**src/rtl/fork_join_pkg.sv**
```systemverilog
// Shared types for the fork/join controller: join policies and FSM states.
package fork_join_pkg;

    typedef enum logic [1:0] {
        JOIN_ALL  = 2'b00,
        JOIN_ANY  = 2'b01,
        JOIN_NONE = 2'b10
    } join_mode_e;

    typedef enum logic [1:0] {
        IDLE   = 2'b00,
        LAUNCH = 2'b01,
        WAIT   = 2'b10,
        DRAIN  = 2'b11
    } state_e;

    // Encoding 2'b11 is reserved and behaves as JOIN_ALL.
    function automatic join_mode_e decode_mode(input logic [1:0] mode);
        case (mode)
            2'b01:   return JOIN_ANY;
            2'b10:   return JOIN_NONE;
            default: return JOIN_ALL;
        endcase
    endfunction

endpackage

```
**src/rtl/fj_prio_enc.sv**
```systemverilog
// Lowest-index priority encoder used to pick the first completing worker slot.
module fj_prio_enc #(
    parameter int unsigned N_PROC = 4
) (
    input  logic [N_PROC-1:0]         i_req,
    output logic [$clog2(N_PROC)-1:0] o_idx
);

    localparam int unsigned IDX_W = $clog2(N_PROC);

    always_comb begin
        o_idx = '0;
        for (int i = N_PROC - 1; i >= 0; i--) begin
            if (i_req[i]) begin
                o_idx = IDX_W'(i);
            end
        end
    end

endmodule

```
**src/rtl/fork_join_ctrl.sv**
```systemverilog
// Fork/join controller: launches a group of worker slots and releases the parent per join policy.
// Optional watchdog enabled with `define FORK_JOIN_WATCHDOG_EN (adds the timeout output).
module fork_join_ctrl
    import fork_join_pkg::*;
#(
    parameter int unsigned N_PROC         = 4,
    parameter int unsigned TIMEOUT_CYCLES = 1024
) (
    input  logic                      clk,
    input  logic                      rst_n,
    input  logic                      fork_req,
    input  logic [N_PROC-1:0]         fork_mask,
    input  logic [1:0]                join_mode,
    input  logic [N_PROC-1:0]         proc_done,
    output logic                      fork_ready,
    output logic [N_PROC-1:0]         proc_start,
    output logic [N_PROC-1:0]         pending,
    output logic                      resume,
`ifdef FORK_JOIN_WATCHDOG_EN
    output logic                      timeout,
`endif
    output logic [$clog2(N_PROC)-1:0] first_id
);

    localparam int unsigned ID_W = $clog2(N_PROC);

    state_e             r_state,    w_state_next;
    join_mode_e         r_mode,     w_mode_next;
    logic  [N_PROC-1:0] r_pending,  w_pending_next;
    logic               r_resume,   w_resume_next;
    logic  [ID_W-1:0]   r_first_id, w_first_id_next;
    logic  [N_PROC-1:0] w_done_hit;
    logic  [N_PROC-1:0] w_pend_clr;
    logic  [ID_W-1:0]   w_prio_idx;

`ifdef FORK_JOIN_WATCHDOG_EN
    localparam int unsigned CNT_W = $clog2(TIMEOUT_CYCLES + 1);
    logic [CNT_W-1:0] r_wd_cnt,  w_wd_cnt_next;
    logic             r_timeout, w_timeout_next;
`endif

    // Completions only count for slots that are still outstanding.
    assign w_done_hit = r_pending & proc_done;
    assign w_pend_clr = r_pending & ~proc_done;

    fj_prio_enc #(
        .N_PROC (N_PROC)
    ) u_prio_enc (
        .i_req (w_done_hit),
        .o_idx (w_prio_idx)
    );

    always_comb begin
        w_state_next    = r_state;
        w_mode_next     = r_mode;
        w_pending_next  = r_pending;
        w_resume_next   = 1'b0;
        w_first_id_next = r_first_id;
        case (r_state)
            IDLE: begin
                if (fork_req) begin
                    w_mode_next     = decode_mode(join_mode);
                    w_first_id_next = '0;
                    w_pending_next  = fork_mask;
                    // An empty group has nothing to wait for: release immediately.
                    if (fork_mask == '0) begin
                        w_resume_next = 1'b1;
                    end else begin
                        w_state_next = LAUNCH;
                    end
                end
            end
            LAUNCH: begin
                if (r_mode == JOIN_NONE) begin
                    w_resume_next = 1'b1;
                    w_state_next  = DRAIN;
                end else begin
                    w_state_next = WAIT;
                end
            end
            WAIT: begin
                w_pending_next = w_pend_clr;
                if (r_mode == JOIN_ANY) begin
                    if (|w_done_hit) begin
                        w_first_id_next = w_prio_idx;
                        w_resume_next   = 1'b1;
                        w_state_next    = (w_pend_clr == '0) ? IDLE : DRAIN;
                    end
                end else if (w_pend_clr == '0) begin
                    w_resume_next = 1'b1;
                    w_state_next  = IDLE;
                end
            end
            DRAIN: begin
                w_pending_next = w_pend_clr;
                if (w_pend_clr == '0) begin
                    w_state_next = IDLE;
                end
            end
            default: w_state_next = IDLE;
        endcase

`ifdef FORK_JOIN_WATCHDOG_EN
        w_timeout_next = 1'b0;
        w_wd_cnt_next  = r_wd_cnt;
        if (r_state == LAUNCH) begin
            w_wd_cnt_next = '0;
        end else if (r_state == WAIT || r_state == DRAIN) begin
            w_wd_cnt_next = r_wd_cnt + 1'b1;
            if (r_wd_cnt == CNT_W'(TIMEOUT_CYCLES - 1)) begin
                // A DRAIN group already released the parent, so only WAIT owes a resume.
                w_timeout_next = 1'b1;
                w_pending_next = '0;
                w_state_next   = IDLE;
                w_resume_next  = (r_state == WAIT);
            end
        end
`endif
    end

    always_ff @(posedge clk or negedge rst_n) begin
        if (!rst_n) begin
            r_state    <= IDLE;
            r_mode     <= JOIN_ALL;
            r_pending  <= '0;
            r_resume   <= 1'b0;
            r_first_id <= '0;
        end else begin
            r_state    <= w_state_next;
            r_mode     <= w_mode_next;
            r_pending  <= w_pending_next;
            r_resume   <= w_resume_next;
            r_first_id <= w_first_id_next;
        end
    end

`ifdef FORK_JOIN_WATCHDOG_EN
    always_ff @(posedge clk or negedge rst_n) begin
        if (!rst_n) begin
            r_wd_cnt  <= '0;
            r_timeout <= 1'b0;
        end else begin
            r_wd_cnt  <= w_wd_cnt_next;
            r_timeout <= w_timeout_next;
        end
    end

    assign timeout = r_timeout;
`endif

    assign fork_ready = (r_state == IDLE);
    assign proc_start = (r_state == LAUNCH) ? r_pending : '0;
    assign pending    = r_pending;
    assign resume     = r_resume;
    assign first_id   = r_first_id;

endmodule
```
**config.mk**
```make
export PLATFORM = sky130hd
export DESIGN_NAME = fork_join_ctrl
export DESIGN_NICKNAME = d
export VERILOG_FILES = /design/src/rtl/fork_join_pkg.sv /design/src/rtl/fj_prio_enc.sv /design/src/rtl/fork_join_ctrl.sv
export SDC_FILE = /design/constraint.sdc
export NUM_CORES = 1
export LEC_CHECK = 0
export ABC_AREA = 1
export CAP_MARGIN = 20
export CORE_MARGIN = 2
export CORE_UTILIZATION = 45
export CTS_BUF_LIST = sky130_fd_sc_hd__clkbuf_4
export DETAILED_ROUTE_END_ITERATION = 10
export GPL_ROUTABILITY_DRIVEN = 0
export PLACE_DENSITY_LB_ADDON = 0.25
export SYNTH_ARGS = -nofsm -noshare
export SYNTH_HDL_FRONTEND = slang
export SYNTH_SLANG_ARGS = --single-unit
```
**constraint.sdc**
```tcl
create_clock -name clk -period 1.34 [get_ports clk]
set_input_delay 0.201 -clock clk [delete_from_list [all_inputs] [get_ports clk]]
set_output_delay 0.201 -clock clk [all_outputs]
set_load 0.1 [all_outputs]
```
Word-level counts from Yosys, hierarchy flattened
Cells that the tools add are included.
W data, S select, Z words.

word-level totals
  bits in registers = 11
  latch bits = 0
  bits in writable memories = 0
  memory bits (read-only) = 0
  input port bits = 13
  memories kept = 0

operators by class
  add/sub/neg operators = 0
  $mul = 0
  divide/modulo/power cells = 0
  $lt $le $gt $ge = 0
  equal/unequal tests = 12
  shift-type cells = 0
  mux-type cells = 27
  bitwise operators = 3
  reductions and logical operators = 11

operators by type and width
  kind                  number
  $mux W2               13
  $and A4 B4 Y4         2
  $eq A2 B2 Y1 const B  4
  $logic_not A4 Y1      2
  $mux W4               2
  $ne A2 B2 Y1 const B  4
  $pmux W2 S2           2
  $pmux W2 S4           1
  $pmux W4 S2           1
  $mux W1               7
  $eq A2 B1 Y1 const B  3
  $not A4 Y4            1
  $reduce_and A2 Y1     2
  $reduce_and A4 Y1     1
  $reduce_bool A2 Y1    2
  $reduce_or A4 Y1      1
  $ne A3 B3 Y1 const B  1
  $pmux W1 S3           1
  $reduce_and A3 Y1     1
  $logic_not A2 Y1      1
  $reduce_or A2 Y1      1

Longest topological paths before layout
  depth after elaboration = 8
  depth in mapped cells = 7
  mapped depth without buffers = 7

Hierarchy
A second synthesis with hierarchy kept.

second synthesis, totals
  cell total of the unflattened synthesis = 116
  area total of the unflattened synthesis = 775.7 um^2

by module, submodules not included
  module          times used  cells an instance  area each (um^2)
  fork_join_ctrl  1           110                742.0
  fj_prio_enc     1           6                  33.8

Worst setup path before layout
Ideal clock, no wire load.

  kind = reg-to-output
  start point = register r_pending[3], in the netlist pending[3]
  end point = output proc_start[3]
  arrival = 2369 ps
  data required time = 1139 ps
  path slack = -1230 ps
  stages on the path, launching flop included = 3
  path buffers = 0
  cells stage by stage = dfrtp_1 inv_1 nor2_1

between the ends
  word-level cells in the longest chain between the ends = 1

RTL lines
  what                    RTL line               source
  start, declared         fork_join_ctrl.sv:29   logic [N_PROC-1:0] r_pending, w_pending_next;
  start signal, assigned  fork_join_ctrl.sv:131  r_pending <= w_pending_next;
  $mux W4                 fork_join_ctrl.sv:152  assign proc_start = (r_state == LAUNCH) ? r_pending : '0;
  end, declared           fork_join_ctrl.sv:16   output logic [N_PROC-1:0] proc_start,

No other way between the ends.

Worst setup path in the final report
  start point = register r_state[1]
  end point = output proc_start[1]

between the ends
  word-level cells in the longest chain between the ends = 2

RTL lines
  what                    RTL line               source
  start, declared         fork_join_ctrl.sv:27   state_e r_state, w_state_next;
  start signal, assigned  fork_join_ctrl.sv:129  r_state <= w_state_next;
  $eq A2 B1 Y1            fork_join_ctrl.sv:152
  $mux W4                 fork_join_ctrl.sv:152

No other way between the ends.

==> results.sh <==
export IMPL_num_vias=781
export IMPL_reg2reg_depth=6
export IMPL_multi_input_area_sq_um=410.4
export IMPL_gr_usage_met2_pct=40.88
export IMPL_place_ws_ns=-0.06175
export IMPL_violations="setup timing"
export IMPL_grt_pass1_vias=790
export IMPL_cp_max_fo=5
export IMPL_synth_area_sq_um=711.9
export IMPL_clock_latency_ns=0.28
export IMPL_rows=14
export IMPL_ys_async_sr_fraction_pct=100.0
export IMPL_antenna_cells=0
export IMPL_fmax_ghz=0.7089
export IMPL_slowest_delay_ns=0.45
export IMPL_clock_skew_ns=0.004851
export IMPL_die_h_microns=43.78
export IMPL_synth_cells=98
export IMPL_r2r_end="first_id[0]$_DFFE_PN0P_"
export IMPL_synth_cell_type_count=19
export IMPL_dieArea_sq_um=1916
export IMPL_synth_warnings=0
export IMPL_drt_pre_antenna_iters=4
export IMPL_cp_data_required_time_ns=1.14
export IMPL_yosysTopAreaCellShare_pct=38.66
export IMPL_dp_hpwl_microns=1575
export IMPL_clock_sinks=11
export IMPL_track_usage_pct=25.45
export IMPL_cp_arrival_ns=1.21
export IMPL_synth_most_common_cell="nand2_1"
export IMPL_cts_root_buf="clkbuf_4"
export IMPL_post_place_cells=139
export IMPL_rsz0062_at_grt="true"
export IMPL_crit_path_start="r_state[1]$_DFFE_PN0P_"
export IMPL_fin_ws_ns=-0.07062
export IMPL_tritoncts="built"
export IMPL_min_period_over_period_pct=105.3
export IMPL_grt_busiest_layer="met2"
export IMPL_fillCellCount=92
export IMPL_cap_violations=0
export IMPL_yosysTopAreaCell="dfrtp_1"
export IMPL_synth_area_top_cells="dfrtp_1 (39%), nand2_1 (16%), nand2_4 (6.3%), nor2_1 (6.3%), inv_1 (5.8%)"
export IMPL_synth_commonest_cells="nand2_1 (31), nor2_1 (12), dfrtp_1 (11), inv_1 (11)"
export IMPL_synth_ff_type="dfrtp_1"
export IMPL_cp_cell_sequence="clkinv_4, nand2_8, nor2_4, buf_12"
export IMPL_crit_slowest_cell="dfrtp_2"
export IMPL_cp_buffers_inverters=2
export IMPL_cp_top_family="flip-flops"
export IMPL_drv_slew=0
export IMPL_final_hold_violation_count=0
export IMPL_antenna_found_initial=0
export IMPL_worst_setup_path_type="reg2out"
export IMPL_grt_pass1_wl_microns=3491
export IMPL_routed_wl_microns=2064
export IMPL_grt_max_degree=12
export IMPL_drc=0
export IMPL_ant_nets=0
export IMPL_hold_path_class="in2async"
export IMPL_clkTransAtPathRegs_ns=0.07
export IMPL_ys_seq_area_share_pct=38.66
export IMPL_min_period_ns=1.411
export IMPL_core_area_sq_um=1489
export IMPL_drt_iter0_drc=18
export IMPL_grt_use_met1_pct=30.29
export IMPL_cts_inserted_buffers=3
export IMPL_syn_area_per_cell_sq_um=7.265
export IMPL_synth_edf_count=0
export IMPL_fin_cells=147
export IMPL_timing_rr_start="pending[0]$_DFFE_PN0P_"
export IMPL_hold_worst_slack_ns=0.2209
export IMPL_reg2reg_slack_ns=0.07
export IMPL_die_w_microns=43.78
export IMPL_port_buffers=24
export IMPL_critical_path_depth=4
export IMPL_start_util_pct=47.82
export IMPL_endpoint="proc_start[1]"
export IMPL_endpoint_kind="output port"
export IMPL_synth_net_count=111
export IMPL_h_tree_depth=1
export IMPL_synthToLayoutAreaGrowth_pct=70.30
export IMPL_regArea_sq_um=292.8
export IMPL_ys_ff_latch=11
export IMPL_nNetsFinal=145
export IMPL_gr_usage_met3_pct=3.333
export IMPL_overflow=0
export IMPL_status="complete, but fails checks"
export IMPL_slew_headroom_pct=84.93
export IMPL_detail_route_wl_per_cell_microns=14.04
export IMPL_tightest_slew_ns=0.2260
export IMPL_viasPerCell=5.313
export IMPL_clockBufferDepth=2
export IMPL_drive_gt1_share_pct=35.11
export IMPL_setup_viol=4
export IMPL_io_pins=25
export IMPL_setup_tns_ns=-0.1780
export IMPL_start_kind="register"
## per-layer routing
| layer | vias to the layer above | part of all wire, % |
|---|---|---|
| li1 | 380 | - |
| met1 | 352 | 39 |
| met2 | 36 | 50 |
| met3 | 13 | 4.5 |
| met4 | 0 | 6.3 |
| met5 | - | 0 |
## kinds of logic (layout without fill, tap and decap cells)
logic type	count (synthesis)	count (layout)	synth area share [%]
buffers and inverters	14	47	9.139
AO/OA/AOI/OAI	16	16	13.53
flip-flops	11	11	38.66
AND/OR/NAND/NOR	57	57	38.66
## registers in the layout, indices dropped and copies added, names as in the netlist
register / cells
first_id: 2
pending: 4
r_mode: 2
resume: 1
r_state: 2
## placed cells by master, fill, tap and decap left out, types with 5 or more instances in the layout
cell type,Yosys,final
dfrtp_1,11,5
buf_4,0,6
nor2_1,12,8
nand2_1,31,31
nand3_1,5,5
o21ai_0,5,5
inv_1,11,8
nor2_4,2,6
buf_12,0,12
clkdlybuf4s50_1,0,12
## worst min path at each step
stage / startpoint / endpoint / cells after the start / slack, ns
finish: rst_n / pending[1]$_DFFE_PN0P_ / 2 / 0.22
global route: rst_n / pending[3]$_DFFE_PN0P_ / 2 / 0.23
CTS: rst_n / pending[1]$_DFFE_PN0P_ / 2 / 0.23
detailed placement: r_mode[1]$_DFFE_PN0P_ / r_mode[1]$_DFFE_PN0P_ / 2 / 0.47
global placement: r_mode[1]$_DFFE_PN0P_ / r_mode[1]$_DFFE_PN0P_ / 2 / 0.47
floorplan: rst_n / first_id[0]$_DFFE_PN0P_ / 0 / -0.09
## cell type report
class	instances	share of cell area, %
timing repair buffer	30	33.44
tap	16	1.651
inverter	13	4.438
sequential	11	24.15
clock buffer	4	2.477
multi-input combinational	73	33.85
## timing repair
item                                    CTS  global route
endpoints found under the setup margin    5             4
gates resized for setup                   3             1
pin swaps                                 3             2
endpoints found under the hold margin     0             0
hold buffers                              0             0
buffers inserted                          4             0
## per-stage QoR
step           utilization (%)  cell area [sq um]
3_5_place_dp             76.64               1141
6_report                 81.43               1212
5_1_grt                  81.43               1212
3_3_place_gp             76.64               1141
4_1_cts                  81.43               1212
2_1_floorplan                -              757.0
Power is not shown: default switching activity piles up to over one toggle a cycle in this logic, so the estimate is an artifact.
